### src/rtl/pipeline_pkg.sv
// Shared encodings for the RV32I pipeline stages.
package pipeline_pkg;

  localparam int unsigned XLEN    = 32;
  localparam int unsigned REG_AW  = 5;
  localparam int unsigned ALU_OPW = 3;
  localparam int unsigned FWD_W   = 2;
  localparam int unsigned RSRC_W  = 2;

  typedef enum logic [ALU_OPW-1:0] {
    ALU_ADD = 3'b000,
    ALU_SUB = 3'b001,
    ALU_AND = 3'b010,
    ALU_OR  = 3'b011,
    ALU_SLT = 3'b101
  } alu_op_e;

  typedef enum logic [FWD_W-1:0] {
    FWD_REG = 2'b00,
    FWD_WB  = 2'b01,
    FWD_MEM = 2'b10
  } fwd_sel_e;

  typedef enum logic [RSRC_W-1:0] {
    RES_ALU = 2'b00,
    RES_MEM = 2'b01,
    RES_PC4 = 2'b10
  } result_src_e;

  // Control fields carried through the EX/MEM register.
  typedef struct packed {
    logic [REG_AW-1:0] rd;
    logic [RSRC_W-1:0] result_src;
    logic              reg_write;
    logic              mem_write;
    logic              mem_read;
  } ex_mem_ctrl_t;

endpackage

### src/rtl/alu.sv
// Integer ALU for the execute stage: add/sub/and/or/slt, zero flag.
module alu
  import pipeline_pkg::*;
#(
  parameter int unsigned WIDTH = 32
) (
  input  logic [WIDTH-1:0]   a,
  input  logic [WIDTH-1:0]   b,
  input  logic [ALU_OPW-1:0] AluControl,
  output logic [WIDTH-1:0]   result,
  output logic               zero
);

  // Operation select; unassigned codes yield zero.
  always_comb begin
    result = '0;
    case (AluControl)
      ALU_ADD: result = a + b;
      ALU_SUB: result = a - b;
      ALU_AND: result = a & b;
      ALU_OR:  result = a | b;
      ALU_SLT: result = WIDTH'($signed(a) < $signed(b));
      default: result = '0;
    endcase
  end

  assign zero = (result == '0);

endmodule

### src/rtl/iexecute.sv
// Execute stage: operand forwarding, ALU, branch resolution, EX/MEM register.
module iexecute
  import pipeline_pkg::*;
#(
  parameter int unsigned WIDTH = 32
) (
  input  logic                clk,
  input  logic                reset,
  input  logic [WIDTH-1:0]    PCE,
  input  logic [WIDTH-1:0]    PCPlus4E,
  input  logic [WIDTH-1:0]    RD1E,
  input  logic [WIDTH-1:0]    RD2E,
  input  logic [WIDTH-1:0]    ImmExtE,
  input  logic [REG_AW-1:0]   RdE,
  input  logic [ALU_OPW-1:0]  AluControlE,
  input  logic [RSRC_W-1:0]   ResultSrcE,
  input  logic                RegWriteE,
  input  logic                MemWriteE,
  input  logic                MemReadE,
  input  logic                JumpE,
  input  logic                BranchE,
  input  logic                ALUSrcE,
  input  logic [FWD_W-1:0]    ForwardAE,
  input  logic [FWD_W-1:0]    ForwardBE,
  input  logic [WIDTH-1:0]    ResultW,
  output logic [WIDTH-1:0]    PCTargetE,
  output logic                PCSrcE,
  output logic [WIDTH-1:0]    ALUResultM,
  output logic [WIDTH-1:0]    WriteDataM,
  output logic [REG_AW-1:0]   RdM,
  output logic [WIDTH-1:0]    PCPlus4M,
  output logic [RSRC_W-1:0]   ResultSrcM,
  output logic                RegWriteM,
  output logic                MemWriteM,
  output logic                MemReadM
);

  logic [WIDTH-1:0] SrcAE;
  logic [WIDTH-1:0] WriteDataE;
  logic [WIDTH-1:0] SrcBE;
  logic [WIDTH-1:0] ALUResultE;
  logic             ZeroE;
  ex_mem_ctrl_t     ctrl_q;

  // Operand A forward select; code 11 falls back to the register value.
  always_comb begin
    SrcAE = RD1E;
    case (ForwardAE)
      FWD_WB:  SrcAE = ResultW;
      FWD_MEM: SrcAE = ALUResultM;
      default: SrcAE = RD1E;
    endcase
  end

  // Operand B / store-data forward select; code 11 falls back to the register value.
  always_comb begin
    WriteDataE = RD2E;
    case (ForwardBE)
      FWD_WB:  WriteDataE = ResultW;
      FWD_MEM: WriteDataE = ALUResultM;
      default: WriteDataE = RD2E;
    endcase
  end

  assign SrcBE = ALUSrcE ? ImmExtE : WriteDataE;

  alu #(.WIDTH(WIDTH)) u_alu (
    .a          (SrcAE),
    .b          (SrcBE),
    .AluControl (AluControlE),
    .result     (ALUResultE),
    .zero       (ZeroE)
  );

  assign PCTargetE = PCE + ImmExtE;
  assign PCSrcE    = JumpE | (BranchE & ZeroE);

  // EX/MEM pipeline register; no stall or flush, reset clears in-flight state.
  always_ff @(posedge clk or negedge reset) begin
    if (!reset) begin
      ALUResultM <= '0;
      WriteDataM <= '0;
      PCPlus4M   <= '0;
      ctrl_q     <= '0;
    end else begin
      ALUResultM <= ALUResultE;
      WriteDataM <= WriteDataE;
      PCPlus4M   <= PCPlus4E;
      ctrl_q     <= '{rd:         RdE,
                      result_src: ResultSrcE,
                      reg_write:  RegWriteE,
                      mem_write:  MemWriteE,
                      mem_read:   MemReadE};
    end
  end

  assign RdM        = ctrl_q.rd;
  assign ResultSrcM = ctrl_q.result_src;
  assign RegWriteM  = ctrl_q.reg_write;
  assign MemWriteM  = ctrl_q.mem_write;
  assign MemReadM   = ctrl_q.mem_read;

endmodule

### config.mk
export PLATFORM = sky130hd
export DESIGN_NAME = iexecute
export DESIGN_NICKNAME = d
export VERILOG_FILES = /design/src/rtl/pipeline_pkg.sv /design/src/rtl/alu.sv /design/src/rtl/iexecute.sv
export SDC_FILE = /design/constraint.sdc
export NUM_CORES = 1
export LEC_CHECK = 0
export BUFFER_PORTS_ARGS = -buffer_cell sky130_fd_sc_hd__buf_2
export CAP_MARGIN = 25
export CORE_AREA = 2 2 195 197
export DETAILED_ROUTE_END_ITERATION = 10
export DIE_AREA = 0 0 197 199
export GPL_TIMING_DRIVEN = 0
export HOLD_SLACK_MARGIN = 0.08
export PLACE_DENSITY_LB_ADDON = 0.2
export SLEW_MARGIN = 20
export SYNTH_ARGS = -nofsm -noshare
export SYNTH_HDL_FRONTEND = slang
export SYNTH_SLANG_ARGS = --single-unit
### constraint.sdc
create_clock -name clk -period 6.2 [get_ports clk]
set_input_delay 0.62 -clock clk [delete_from_list [all_inputs] [get_ports clk]]
set_output_delay 0.62 -clock clk [all_outputs]
set_load 0.01 [all_outputs]
-- Word level (Yosys, flattened, before mapping)
Cells that the tools add are included.
- add/sub/neg operators: 3
- $mul: 0
- divide/modulo/power cells: 0
- $lt $le $gt $ge: 1
- equality and inequality tests: 8
- shift-type cells: 0
- muxes and demuxes: 4
- bitwise gates (word level): 4
- reductions and logical operators: 2
- operators with widths (kind ; count):
    32-bit one-hot mux with 5 select lines ; 1
    32-bit one-hot mux with 2 select lines ; 2
    32-bit adder ; 2
    32-bit bitwise AND ; 1
    32-bit zero test ; 1
    32-bit < comparator ; 1
    32-bit two-way mux ; 1
    32-bit bitwise OR ; 1
    32-bit subtractor ; 1
    3-bit by 2-bit equality test with 1-bit output (second input constant) ; 2
    2-bit by 1-bit equality test with 1-bit output (second input constant) ; 2
    2-bit equality test (second input constant) ; 2
    3-bit by 1-bit equality test with 1-bit output (second input constant) ; 1
    3-bit equality test (second input constant) ; 1
    3-bit zero test ; 1
    1-bit bitwise AND ; 1
    1-bit bitwise OR ; 1
- register bits: 106
- bits in latches: 0
- memory bits (writable): 0
- ROM bits: 0
- input bits: 214
- output and inout bits: 139
- word-level logic and storage cells: 30
- memories kept: 0

-- Longest topological paths before layout
- depth in word-level cells: 8
- gate-level depth with buffers: 21
- mapped depth without buffers: 20

-- Hierarchy
From an unflattened synthesis, not the netlist that was laid out.
- cells, all modules: 1433
- area total of the unflattened synthesis: 11335.9 µm²
- modules (own cells, without submodules) (module ; times used ; cells an instance ; area each (µm²) ; sequential area each (µm²)):
    iexecute ; 1 ; 615 ; 5970.7 ; 2652.5
    alu ; 1 ; 818 ; 5365.1 ; 0.0

-- Least setup slack after synthesis
No wires, ideal clock.
- path kind: in2out
- from: input port ForwardBE[0]
- to: output port PCSrcE
- data arrival time: 5.635 ns
- data required time: 5.580 ns
- slack: -0.055 ns
- stages on the path: 20
- buffers on the path: 2
- cell sequence: inv_1 ha_1 clkbuf_1 buf_1 a21oi_1 o21ai_0 ha_1 inv_1 fa_1 nand2b_1 a211oi_1 o41ai_1 a21oi_1 o21a_1 o32ai_1 or4_1 or4b_1 or4_1 or4b_1 o41ai_2
- word-level cells in the longest chain between the ends: 8
- elaborated cells on any way between the ends: 13
- classes of those cells: add/sub (2); order compare (1); eq/ne (2); mux (3); bitwise (4); reduce/logical (1)
- ends and longest elaborated chain (element ; line ; RTL):
    from (decl) ; iexecute.sv:24 ; input logic [FWD_W-1:0] ForwardBE,
    2-bit equality test or 2-bit by 1-bit equality test with 1-bit output (tied branches) ; iexecute.sv:58 ; case (ForwardBE)
    32-bit one-hot mux with 2 select lines * ; iexecute.sv:58 ;
    32-bit two-way mux * ; iexecute.sv:65 ; assign SrcBE = ALUSrcE ? ImmExtE : WriteDataE;
    32-bit subtractor, or another cell as far along ; alu.sv:19 ; ALU_SUB: result = a - b;
    32-bit one-hot mux with 5 select lines * ; alu.sv:17 ; case (AluControl)
    net ALUResultE[10] ; iexecute.sv:41 ; logic [WIDTH-1:0] ALUResultE;
    32-bit zero test * ; alu.sv:27 ; assign zero = (result == '0);
    1-bit bitwise AND * ; iexecute.sv:76 ; assign PCSrcE = JumpE | (BranchE & ZeroE);
    1-bit bitwise OR * ; iexecute.sv:76 ;
    to (decl) ; iexecute.sv:27 ; output logic PCSrcE,
Mark *: on every way through the listed nets, which the timed path passes. The rest lies on a longest branch.

-- Final worst setup path
- from: input port ForwardAE[1]
- to: output port PCSrcE
- word-level cells in the longest chain between the ends: 7
- elaborated cells on any way between the ends: 12
- classes of those cells: add/sub (2); order compare (1); eq/ne (2); mux (2); bitwise (4); reduce/logical (1)
- ends and longest elaborated chain (element ; line ; RTL):
    from (decl) ; iexecute.sv:23 ; input logic [FWD_W-1:0] ForwardAE,
    2-bit equality test or 2-bit by 1-bit equality test with 1-bit output (tied branches) ; iexecute.sv:48 ; case (ForwardAE)
    32-bit one-hot mux with 2 select lines * ; iexecute.sv:48 ;
    32-bit subtractor, or another cell as far along ; alu.sv:19 ;
    32-bit one-hot mux with 5 select lines * ; alu.sv:17 ;
    net ALUResultE[13] ; iexecute.sv:41 ;
    32-bit zero test * ; alu.sv:27 ;
    1-bit bitwise AND * ; iexecute.sv:76 ;
    1-bit bitwise OR * ; iexecute.sv:76 ;
Marks and branches as above.

==> summary.md <==
| Metric | Value |
|---|---|
| Unrepaired setup endpoints after global routing | true |
| Number of DRC markers in iteration 0 | 1,089 |
| Synth Register Bits | roughly 110 |
| Synth top area cells | dfrtp_1 (24%), ha_1 (16%), o21ai_0 (5.9%) |
| Hold Crit Class | in2async |
| Leakage | about 7.3 nW |
| Largest net degree at the start of global routing | between 70 and 80 |
| Min Hold Slack | 126 ps |
| Net Count, Synth | ~1.8k |
| Die Height | a little under 200 µm |
| Layout area overhead | 35.4% |
| Top-area cell type share of the netlist area | 0.241 |
| Crit path DAT | 5850 ps |
| Outcome | complete, but fails checks |
| Power Total | roughly 3.2 mW |
| Min Tclk post-route | between 6000 and 7000 ps |
| Synth Warn # | 0 |
| Synth cell types | 83 |
| Drt wl/cell | around 22 µm |
| Number of global-route vias before repair | between 10k and 15k |
| Final setup viols | 1 |
| Design area | around 0.015 mm² |
| Mapped Cells | 1,435 |
| Num CTS Buffers | 9 |
| Fin util | 0.402 |
| ANT nets after route | 0 |
| Initial core utilization | 0.297 |
| Worst clock skew | between 7 and 8 ps |
| IO buf count | 349 |
| Max Fanout on Critical Path | 10 |
| Reg clk slew, reported paths | approximately 80 ps |
| Post-layout nets | 2,190 |
| I/O Pins | 353 |
| VDD IR max | between 100 and 150 µV |
| Vias/cell | 5.43 |
| Setup ws final | -270 ps |
| Layout cells sized above 1 | 0.317 |
| Achievable Freq | 155 MHz |
| Setup crit end kind | primary output |
| Initial antenna violation count | 2 |
| Async SR Flop Fraction | 1.00 |
| Slew @ Worst Pin | approximately 810 ps |
| GRT overflow | 0 |
| Pre-CTS setup slack | -1690 ps |
| Clk Latency, worst-skew pair | roughly 370 ps |
| CTS Sinks | approximately 110 |
| CTS tree | built |
| WS Path Type | in2out |
| Clock buffer depth | 2 |
| Total GRT Usage | 0.256 |
| Row count | 71 |
| Most frequent cells in the layout | buf_2 (355), inv_1 (145), nand2_1 (125), nor2_1 (125), ha_1 (124) |
| Dominant cell type by area after synthesis | dfrtp_1 |
| Mapped Area | 0.0110 mm² |
| First-pass GRT wire length | between 70,000 and 80,000 µm |
| Slew HR | 0.443 |
| Die W | 197 µm |
| CTS Root Buffer Type | clkbuf_16 |
| Avg Cell Area, Syn | ~7.7 µm² |
| Final slew viol count | 0 |
| Sequential element share of the synthesized area | 0.241 |
| First-pass DRT Iterations | 5 |
| Most common library cell in the layout ignoring fill and taps | buf_2 |
| Max-Cap Viols | 0 |
| Placer Congestion | between 0.9 and 1 |
| Diodes inserted | 0 |
| Fin. Hold Viols | 0 |
| DPL Wire Length | about 43,000 µm |
| Violated checks | setup timing |
| Main synth FF type | dfrtp_1 |
| H-tree depth | 3 |
| CP Data Required Time | ~5600 ps |
| DRC | 0 |
| Routed Wire Length | just over 50,000 µm |
| Detailed-route via count | 12.5k |
| Hold-fix buffers, CTS | 0 |
| Die Area | 0.0392 mm² |
| Startpoint types | input pin |
| Area after DPL | 0.0134 mm² |
| Pwr/cell area | 212 mW/mm² |
| Tcrit/Tclk final | 1.04 |
| CORE AREA | 0.0371 mm² |
| Post-synth EDFFs | 0 |
==> Yosys cell counts (4+ instances only) <==
library cell and number:
o31ai_1 6, a211o_1 6, a2111oi_0 5, clkbuf_1 62, a211oi_1 15, a22oi_1 66, o21bai_1 9, buf_2 11
nor2b_1 18, xnor2_1 34, nand2b_1 10, or3_1 9, a21oi_1 117, o211ai_1 16, o221ai_1 5, nor4_1 9
ha_1 144, and2_1 6, nor2_1 132, o32ai_1 4, nand4_1 6, a31oi_1 7, nor3_1 25, nand3_1 20
mux2i_1 6, and3_1 7, dfrtp_1 106, a311oi_1 6, xor2_1 12, o311ai_0 4, o22ai_1 14, buf_1 6
o21a_1 17, a2111oi_2 4, or4_1 6, a21o_1 25, inv_1 149, a221oi_1 4, nand2_1 125, o21ai_0 130
==> sequential cells by signal, summed over array words and instances (netlist names) <==
signal and cells:
ALUResultM 32, MemReadM 1, MemWriteM 1, PCPlus4M 32, RdM 5, RegWriteM 1
ResultSrcM 2, WriteDataM 32
==> through the flow <==
| step | cells | setup TNS, ps |
|---|---|---|
| 3_3_place_gp | 2258 | -1760 |
| 2_1_floorplan | 1435 | 0 |
| 3_5_place_dp | 2259 | -1880 |
| 5_1_grt | 2308 | -372 |
| 4_1_cts | 2306 | -288 |
| 6_report | 2308 | -270 |
==> final timing paths <==
check | startpoint | end | slack (ps) | cells after the start
hold reg to reg | ALUResultM[16] | WriteDataM[16] | 670 | 4
min in group clk | PCPlus4E[11] | PCPlus4M[11] | 350 | 1
setup / recovery | ForwardAE[1] | PCSrcE | -270 | 19
setup reg to reg | ALUResultM[0] | ALUResultM[28] | 1880 | 17
max in group asynchronous | reset | ALUResultM[9] | 5370 | 2
hold / removal | reset | PCPlus4M[5] | 130 | 1
==> worst max-delay path, stage by stage <==
cell      delay, ps
buf_2           130
inv_1            90
ha_4            220
clkbuf_4        280
a22oi_1         110
o21ai_2         270
ha_1            320
buf_6           150
a2111o_1        480
a21oi_4         270
a211oi_4        130
o221a_1         250
or3b_4          380
a21oi_2         110
or4b_4          510
or4_4           470
or4b_4          540
o41ai_4         310
buf_2           180
==> layout make-up <==
type                       instances  area [µm²]
sequential                       106        2650
fill                            3877       22200
clock buffer                       9         225
clock inverter                     7        61.3
timing repair buffer             390        2110
buffer                            73         510
multi-input combinational       1099        8200
tap                              474         593
inverter                         150         571
==> logic make-up after synthesis <==
kind of cell	after synthesis	synth area share
buf+inv	230	0.0799
fa+ha+maj	147	0.169
flops	106	0.241
compound gates	503	0.299
mux	10	0.0106
xor+xnor	46	0.0365
simple gates	393	0.165
==> per-layer routing <==
| metal | part of all wire | up-vias | GRT usage |
|---|---|---|---|
| li1 | - | 5879 | - |
| met1 | 0.42 | 6037 | 0.323 |
| met2 | 0.49 | 542 | 0.452 |
| met3 | 0.066 | 76 | 0.0320 |
| met4 | 0.025 | 4 | 0.0785 |
| met5 | 0.00066 | - | 0 |
==> power by group <==
group,total [mW],internal [mW],switching [mW],leakage [nW]
logic,1.77,0.689,1.08,5.84
registers,0.810,0.760,0.0503,1.31
clock network,0.585,0.281,0.304,0.140
==> what timing repair did <==
action | 4_1_cts | 5_1_grt
cloned | 0 | 1
gates resized for setup | 215 | 49
buffers inserted | 35 | 4
setup endpoints to repair | 1 | 1
pin swaps | 47 | 19
No activity file was read; power rests on OpenSTA's default activity.
